## src/rtl/frac_pkg.sv

```systemverilog
// Shared defaults and reader state encoding for the fractional-search block feeder.
package frac_pkg;

  localparam int unsigned DEF_HEIGHT = 8;
  localparam int unsigned DEF_PIX_W  = 64;
  localparam int unsigned DEF_GAP    = 1;

  // Counter widths for the default geometry; instances with other HEIGHTs derive their own.
  localparam int unsigned CNT_W = $clog2(2 * DEF_HEIGHT);
  localparam int unsigned ROW_W = $clog2(DEF_HEIGHT);

  typedef enum logic [1:0] {
    StIdle,
    StStream,
    StGapWait
  } rd_state_e;

endpackage

```

## src/rtl/frac_row_bank.sv

```systemverilog
// One block of storage: ref rows at addresses 0..HEIGHT-1, filter rows at HEIGHT..2*HEIGHT-1.
module frac_row_bank #(
  parameter int unsigned HEIGHT = 8,
  parameter int unsigned PIX_W  = 64
) (
  input  logic                          clk,
  input  logic                          wr_en,
  input  logic [$clog2(2*HEIGHT)-1:0]   wr_addr,
  input  logic [PIX_W-1:0]              wr_data,
  input  logic [$clog2(HEIGHT)-1:0]     rd_row,
  output logic [PIX_W-1:0]              rd_ref,
  output logic [PIX_W-1:0]              rd_filter
);

  localparam int unsigned CntW = $clog2(2 * HEIGHT);

  logic [PIX_W-1:0] mem [2*HEIGHT];
  logic [CntW-1:0]  filt_addr;

  always_ff @(posedge clk) begin
    if (wr_en) begin
      mem[wr_addr] <= wr_data;
    end
  end

  assign filt_addr = CntW'(rd_row) + CntW'(HEIGHT);
  assign rd_ref    = mem[CntW'(rd_row)];
  assign rd_filter = mem[filt_addr];

endmodule

```

## src/rtl/frac_block_feeder.sv

```systemverilog
// Ping-pong block buffer feeding the QPEL search: loads 2*HEIGHT words, replays HEIGHT row pairs.
module frac_block_feeder
  import frac_pkg::*;
#(
  parameter int unsigned HEIGHT = DEF_HEIGHT,  // must be >= 2
  parameter int unsigned PIX_W  = DEF_PIX_W,
  parameter int unsigned GAP    = DEF_GAP      // must be >= 1
) (
  input  logic             clk,
  input  logic             reset,
  input  logic             in_valid,
  output logic             in_ready,
  input  logic             in_sof,
  input  logic [PIX_W-1:0] in_data,
  output logic [PIX_W-1:0] ref_pix,
  output logic [PIX_W-1:0] filter_pix,
  output logic             input_ready,
  output logic             blk_done
);

  localparam int unsigned CntW = $clog2(2 * HEIGHT);
  localparam int unsigned RowW = $clog2(HEIGHT);
  localparam int unsigned GapW = $clog2(GAP + 1);

  localparam logic [CntW-1:0] LastWord = CntW'(2 * HEIGHT - 1);
  localparam logic [RowW-1:0] LastRow  = RowW'(HEIGHT - 1);
  localparam logic [GapW-1:0] GapLoad  = GapW'(GAP);

  logic [1:0]      full_q;
  logic            wr_bank_q;
  logic            rd_bank_q;
  logic [CntW-1:0] cnt_q;
  rd_state_e       state_q;
  logic [RowW-1:0] row_q;
  logic [GapW-1:0] gap_q;

  logic            accept;
  logic            store;
  logic            blk_last;
  logic            start;
  logic            emit;
  logic [CntW-1:0] wr_addr;
  logic [1:0]      bank_we;
  logic [PIX_W-1:0] bank_ref    [2];
  logic [PIX_W-1:0] bank_filter [2];

  assign in_ready = !full_q[wr_bank_q] && !reset;
  assign accept   = in_valid && in_ready;
  // Words arriving with the counter at 0 and no sof are accepted but dropped.
  assign store    = accept && (in_sof || cnt_q != '0);
  assign wr_addr  = in_sof ? '0 : cnt_q;
  assign blk_last = store && !in_sof && (cnt_q == LastWord);
  assign bank_we  = {store && wr_bank_q, store && !wr_bank_q};

  // row_q sits at 0 outside StStream, so starting emits row 0 in the same cycle.
  assign start = (state_q == StIdle) && full_q[rd_bank_q] && (gap_q == '0);
  assign emit  = start || (state_q == StStream);

  for (genvar b = 0; b < 2; b++) begin : g_bank
    frac_row_bank #(
      .HEIGHT (HEIGHT),
      .PIX_W  (PIX_W)
    ) u_bank (
      .clk       (clk),
      .wr_en     (bank_we[b]),
      .wr_addr   (wr_addr),
      .wr_data   (in_data),
      .rd_row    (row_q),
      .rd_ref    (bank_ref[b]),
      .rd_filter (bank_filter[b])
    );
  end

  always_ff @(posedge clk) begin
    if (reset) begin
      cnt_q     <= '0;
      wr_bank_q <= 1'b0;
    end else if (accept) begin
      if (in_sof) begin
        cnt_q <= CntW'(1);
      end else if (blk_last) begin
        cnt_q     <= '0;
        wr_bank_q <= !wr_bank_q;
      end else if (cnt_q != '0) begin
        cnt_q <= cnt_q + 1'b1;
      end
    end
  end

  always_ff @(posedge clk) begin
    if (reset) begin
      state_q     <= StIdle;
      row_q       <= '0;
      gap_q       <= GapLoad;
      rd_bank_q   <= 1'b0;
      full_q      <= '0;
      ref_pix     <= '0;
      filter_pix  <= '0;
      input_ready <= 1'b0;
      blk_done    <= 1'b0;
    end else begin
      input_ready <= emit;
      blk_done    <= emit && (row_q == LastRow);
      // Writer and reader never touch the same bank's flag in one cycle.
      if (blk_last) begin
        full_q[wr_bank_q] <= 1'b1;
      end
      if (emit) begin
        ref_pix    <= bank_ref[rd_bank_q];
        filter_pix <= bank_filter[rd_bank_q];
      end
      unique case (state_q)
        StIdle: begin
          if (gap_q != '0) begin
            gap_q <= gap_q - 1'b1;
          end
          if (start) begin
            row_q   <= row_q + 1'b1;
            state_q <= StStream;
          end
        end
        StStream: begin
          if (row_q == LastRow) begin
            full_q[rd_bank_q] <= 1'b0;
            rd_bank_q         <= !rd_bank_q;
            row_q             <= '0;
            gap_q             <= GapLoad;
            state_q           <= StGapWait;
          end else begin
            row_q <= row_q + 1'b1;
          end
        end
        StGapWait: begin
          gap_q <= gap_q - 1'b1;
          if (gap_q == GapW'(1)) begin
            state_q <= StIdle;
          end
        end
        default: state_q <= StIdle;
      endcase
    end
  end

endmodule
```

## config.mk

```make
export PLATFORM = sky130hd
export DESIGN_NAME = frac_block_feeder
export DESIGN_NICKNAME = d
export VERILOG_FILES = /design/src/rtl/frac_pkg.sv /design/src/rtl/frac_row_bank.sv /design/src/rtl/frac_block_feeder.sv
export SDC_FILE = /design/constraint.sdc
export NUM_CORES = 2
export LEC_CHECK = 0
export BUFFER_PORTS_ARGS = -buffer_cell sky130_fd_sc_hd__buf_2
export CAP_MARGIN = 10
export CORE_MARGIN = 3
export CORE_UTILIZATION = 60
export DETAILED_ROUTE_END_ITERATION = 12
export PLACE_DENSITY = 0.79
export REMOVE_ABC_BUFFERS = 1
export SLEW_MARGIN = 20
export SYNTH_ARGS = -nofsm -noshare
export SYNTH_HDL_FRONTEND = slang
export SYNTH_SLANG_ARGS = --single-unit
```

## constraint.sdc

```tcl
create_clock -name clk -period 7.24 [get_ports clk]
set_input_delay 0.724 -clock clk [delete_from_list [all_inputs] [get_ports clk]]
set_output_delay 0.724 -clock clk [all_outputs]
set_load 0.03 [all_outputs]
```

# Word-level counts from Yosys, hierarchy flattened
# Memory sizes are Yosys's and may differ from the RTL's. A register that Yosys moved wholly into a read port is not among the register bits.
# Cells that the tools add are included.
# totals
reg_bits,144
mem_bits_rw,2048
input_bits,68
elab_cells,105
n_memories,2
# mem_list
memory,depth,word_bits,read_ports,rd_clocked_by_memory_dff,write_ports,line_no,source
g_bank[0].u_bank.mem,16,64,2,1,1,frac_row_bank.sv:17,logic [PIX_W-1:0] mem [2*HEIGHT];
g_bank[1].u_bank.mem,16,64,2,1,1,frac_row_bank.sv:17,
# classes
add_sub_neg,4
order_cmp,5
eq_ne,7
muxes,40
n_bitwise,6
reduce_logical,30
# op_table
op,count
two-way mux 64 bit,6
two-way mux 4 bit,8
two-way mux 2 bit,7
logical AND 1 bit,12
two-way mux 1 bit,12
AND reduction 2 bit,4
two-way mux 3 bit,2
case mux 2 bit (3 select lines),1
case mux 3 bit (2 select lines),1
AND reduction 3 bit,2
nonzero test 3 bit,2
zero test 1 bit,5
adder 3 x 4 -> 4 bit (second input constant),1
adder 4 x 1 -> 4 bit (second input constant),1
equality test 4 bit (second input constant),1
less-than comparator 1 x 2 -> 1 bit (second input constant),2
!= test 2 bit (second input constant),2
nonzero test 4 bit,1
adder 3 x 1 -> 3 bit (second input constant),1
equality test 3 bit (second input constant),1
case mux 1 bit (3 select lines),1
AND 2 bit,1
demux 1 bit (select 1 bit),2
equality test 2 x 1 -> 1 bit (second input constant),1
12 further kinds,15

# Longest topological paths before layout
# depth
word_depth,13
depth_mapped,9
mapped_depth_nobuf,6

# Cells and area by module
# Synthesis repeated with hierarchy kept, for this count alone.
# unflattened
cells_unflattened,3682
area_unflattened_um2,84546.1
# by_module_without_submodules
mod,instances,cells_each,area_each_um2,seq_area_each_um2
frac_row_bank at g_bank[1].u_bank,1,1502,39047.4,30749.5
frac_row_bank at g_bank[0].u_bank,1,1502,39043.7,30749.5
frac_block_feeder,1,678,6454.9,2882.8

# Worst setup path before layout
# Ideal clock, no wire load.
# synth_path
path_type,input to register
start,in reset
end,"mem g_bank[0].u_bank.mem[15][0], enable pin"
setup_time_ns,0.565
t_arrival_ns,6.053
setup_slack_ns,0.622
path_stages,5
path_buffers,2
path_cell_list,clkbuf_1 -> clkbuf_1 -> nor3_1 -> nand3_1 -> nor3_1
# synth_via
elab_chain_len,7
# synth_lines
item,line_no,source
from (decl),frac_block_feeder.sv:10,"input logic reset,"
zero test 1 bit,frac_block_feeder.sv:47,assign in_ready = !full_q[wr_bank_q] && !reset;
logical AND 1 bit,frac_block_feeder.sv:47,
logical AND 1 bit,frac_block_feeder.sv:48,assign accept = in_valid && in_ready;
logical AND 1 bit,frac_block_feeder.sv:50,assign store = accept && (in_sof || cnt_q != '0);
logical AND 1 bit,frac_block_feeder.sv:53,"assign bank_we = {store && wr_bank_q, store && !wr_bank_q};"
two-way mux 1 bit,frac_row_bank.sv:21,if (wr_en) begin
two-way mux 1 bit (not written as such),frac_row_bank.sv:22,mem[wr_addr] <= wr_data;
to (decl),frac_row_bank.sv:17,
# No other way between the ends.

# Final worst setup path
# layout_path
start,reg wr_bank_q
end,"mem g_bank[1].u_bank.mem[2][37], enable pin"
# layout_via
elab_chain_len,9
# layout_lines
item,line_no,source
from (decl),frac_block_feeder.sv:30,logic wr_bank_q;
from (signal assigned),frac_block_feeder.sv:83,wr_bank_q <= !wr_bank_q;
two-way mux 1 bit (not written as such) (2 in series),frac_block_feeder.sv:47,
zero test 1 bit,frac_block_feeder.sv:47,
logical AND 1 bit,frac_block_feeder.sv:47,
logical AND 1 bit,frac_block_feeder.sv:48,
logical AND 1 bit,frac_block_feeder.sv:50,
logical AND 1 bit *,frac_block_feeder.sv:53,
two-way mux 1 bit *,frac_row_bank.sv:21,
two-way mux 1 bit (not written as such) *,frac_row_bank.sv:22,
to (decl),frac_row_bank.sv:17,
# Mark *: on every way between the ends. The rest lies on a longest branch, timed or not. The select of a mux whose other input is x is not followed.

==> metrics.yaml <==
run_status:
  run_status: "completed"
floorplan:
  die-height_microns: 376
  row_count: 135
  dieArea_sq_um: 142000
  coreArea_sq_um: 136000
  boundaryPins: 199
  start_util_pct: 60.6
  die_x_microns: 376
global_route:
  grt_pass1_wl_microns: 292000
  antenna_found_initial: 6
  grt_max_degree: 129
  grt_pass1_vias: 41400
  globalRouteOverflowTotal: 0
  grt.total_usage_pct: 28.8
yosys:
  synth_area_sq_um: 82300
  ys_warn_count: 0
  synth-edff-count: 2048
  async_reset_ff_share_pct: 0
  avgSynthCellArea_sq_um: 23.1
  ys_seq_area_share_pct: 78.3
  synthDistinctLibCells: 49
  synthFlopType: "edfxtp_1"
  netlist_instances: 3557
  synth-seq-cells: 2195
route:
  drc: 0
  wl_microns: 200000
  drt_iter0_drc: 5812
  dr_total_vias: 39800
  routedWlPerCell_microns: 34.5
  via_per_inst: 6.87
  drt-pass1-iter-count: 7
  detail-route-antenna-nets: 0
sta:
  fin_crit_ns: 4.40
  drv_slew: 0
  rsz0062_at_grt: "no"
  hold_viol: 0
  setup_viol: 0
  max_freq_ghz: 0.227
  finalCritPeriodShare_pct: 60.8
  worstMarginPinSlew_ns: 1.11
  fin_skew_ns: 0.0344
  max-slew-margin-rel_pct: 26.1
final_layout:
  syn_to_final_growth_pct: 12.4
  drive_gt1_share_pct: 31.6
  final_nets: 3920
  stdcell_count: 5802
  utilization_pct: 68.1
  nFillCells: 7785
worst_setup_path:
  timing.critical_path.buf_inv: 1
  crit_fanout: 45
  path_delay_family: "simple AND/OR/NAND/NOR gates"
  worst_ep_required_time_ns: 7.67
  critPathMaxStageDelay_ns: 0.95
  critPathKind: "flop to flop"
  critPathCaptureType: "flop"
  crit_path_start_kind: "flop"
  slowest_stage: "nor2_4"
  crit_chain: "mux2_2 -> nor3_1 -> nand3b_1 -> nor2_4 -> buf_4"
  crit_arrival_ns: 4.83
worst_hold_path:
  hold_class: "input pin to flop"
placement:
  post-dp-hpwl_microns: 104000
  place_congestion: 0.785
  port_buffers: 198
  dp.cells: 5414
clock_tree:
  htree_levels: 4
  cts_inserted_buffers: 204
  root_buffer: "clkbuf_16"
  post_cts_buffers: 0
  cts_resized: 0
  clkLatencyLatePin_ns: 0.84
  cts_sinks: 2195
  clk_pin_slew_ns: 0.06
  cts_tree: "done"
  clockBufferDepth: 3
  ctsHoldBuffers: 0
power_and_ir_drop:
  finalPower_uw: 25100
  p_per_area_nw_per_um2: 271
  irDropWorstVdd_mv: 0.207
  p_leak_uw: 0.0285
flow_run:
  drv_cap: 0
## final cells by class
| cell class | instances | area, sq um | area share (%) |
|---|---|---|---|
| Clock inverter | 107 | 1130 | 1.22 |
| Multi-Input combinational cell | 1158 | 17100 | 18.5 |
| Antenna cell | 2 | 5.00 | 0.00541 |
| Sequential cell | 2195 | 64500 | 69.7 |
| Tap cell | 1781 | 2230 | 2.41 |
| Timing Repair Buffer | 274 | 1800 | 1.95 |
| Clock buffer | 274 | 5680 | 6.14 |
| Inverter | 11 | 41.3 | 0.0446 |
## state kept, by name (all words and copies together) (netlist names), named ones only
register and count:
cnt_q 4, g_bank.u_bank.mem 2048, blk_done 1, ref_pix 64
filter_pix 64, row_q 3, rd_bank_q 1, full_q 2
gap_q 1, input_ready 1, wr_bank_q 1, state_q 2
## stage by stage
stage	area [sq um]	hold slack [ns]	TNS [ns]	worst slack (ns)
floorplan	81400	0.442	-648.72	-4.97
global placement	85500	0.457	0	2.97
detailed placement	85500	0.468	0	2.98
CTS	92300	0.292	0	3.00
global route	92500	0.357	0	2.73
finish	92500	0.369	0	2.84
## cell families (layout without fill, tap and decap cells)
logic type	count (synthesis)	in the layout	synth area share, %
AO/OA/AOI/OAI	153	153	1.80
adder cells (fa/ha/maj)	8	8	0.122
multiplexers	774	774	17.4
AND/OR/NAND/NOR	221	221	1.15
flip-flops	2195	2195	78.3
buffers and inverters	204	666	1.19
other	0	2	0
XOR/XNOR	2	2	0.0213
## cells in the mapped netlist (2+ instances only)
cell type / n / area, sq um
a211oi_1: 2 / 15.0
a21o_1: 2 / 15.0
a21oi_1: 4 / 20.0
a221o_1: 128 / 1280
a311oi_1: 2 / 17.5
a31oi_2: 2 / 25.0
buf_1: 41 / 154
buf_2: 49 / 245
buf_4: 3 / 22.5
buf_6: 19 / 214
clkbuf_1: 81 / 304
dfxtp_1: 147 / 2940
edfxtp_1: 2048 / 61500
ha_1: 8 / 100
inv_1: 11 / 41.3
mux2_2: 129 / 1450
mux2i_1: 132 / 1320
mux4_2: 512 / 11500
nand2_1: 6 / 22.5
nand2b_1: 3 / 18.8
nand3_1: 6 / 30.0
nand3b_1: 4 / 30.0
nor2_1: 175 / 657
nor2b_1: 4 / 25.0
nor3_1: 5 / 25.0
nor3b_1: 6 / 45.0
nor4_1: 2 / 12.5
o21ai_0: 3 / 15.0
or3b_1: 3 / 26.3
## path summary, 6_finish.rpt
path | startpoint | to | slack [ns] | depth (start not counted)
max | wr_bank_q$_SDFFE_PP0P_ | g_bank[1].u_bank.mem[2][37]$_DFFE_PP_ | 2.84 | 5
min | reset | rd_bank_q$_SDFFE_PP0P_ | 0.37 | 2
max reg2reg | wr_bank_q$_SDFFE_PP0P_ | g_bank[1].u_bank.mem[2][37]$_DFFE_PP_ | 2.84 | 5
min reg2reg | filter_pix[11]$_SDFFE_PP0N_ | filter_pix[11]$_SDFFE_PP0N_ | 0.48 | 1
## layout by cell type, fill, tap and decap left out, types with 25 or more instances in the layout
cell | synthesis | layout
a221o_1 | 128 | 128
buf_2 | 49 | 198
buf_4 | 3 | 56
clkbuf_1 | 81 | 48
clkbuf_16 | 0 | 212
clkinv_1 | 0 | 25
clkinv_2 | 0 | 38
dfxtp_1 | 147 | 141
edfxtp_1 | 2048 | 2048
mux2_2 | 129 | 129
mux2i_1 | 132 | 132
mux4_2 | 512 | 512
nor2_1 | 175 | 144
nor2_4 | 0 | 31
## power breakdown
part	internal [uW]	switching, uW	total (uW)
combinational	35.1	244	279
sequential	13900	6.25	13900
clock	6260	4650	10900
## per-layer routing
| metal | global-route usage [%] | vias to the layer above | part of all wire [%] |
|---|---|---|---|
| met5 | 0 | - | 0.010 |
| met4 | 9.75 | 4 | 3.2 |
| met3 | 6.87 | 401 | 11 |
| met2 | 46.6 | 2809 | 50 |
| met1 | 39.4 | 21000 | 36 |
| li1 | - | 15600 | - |
Power figures use the tool's default switching activity.
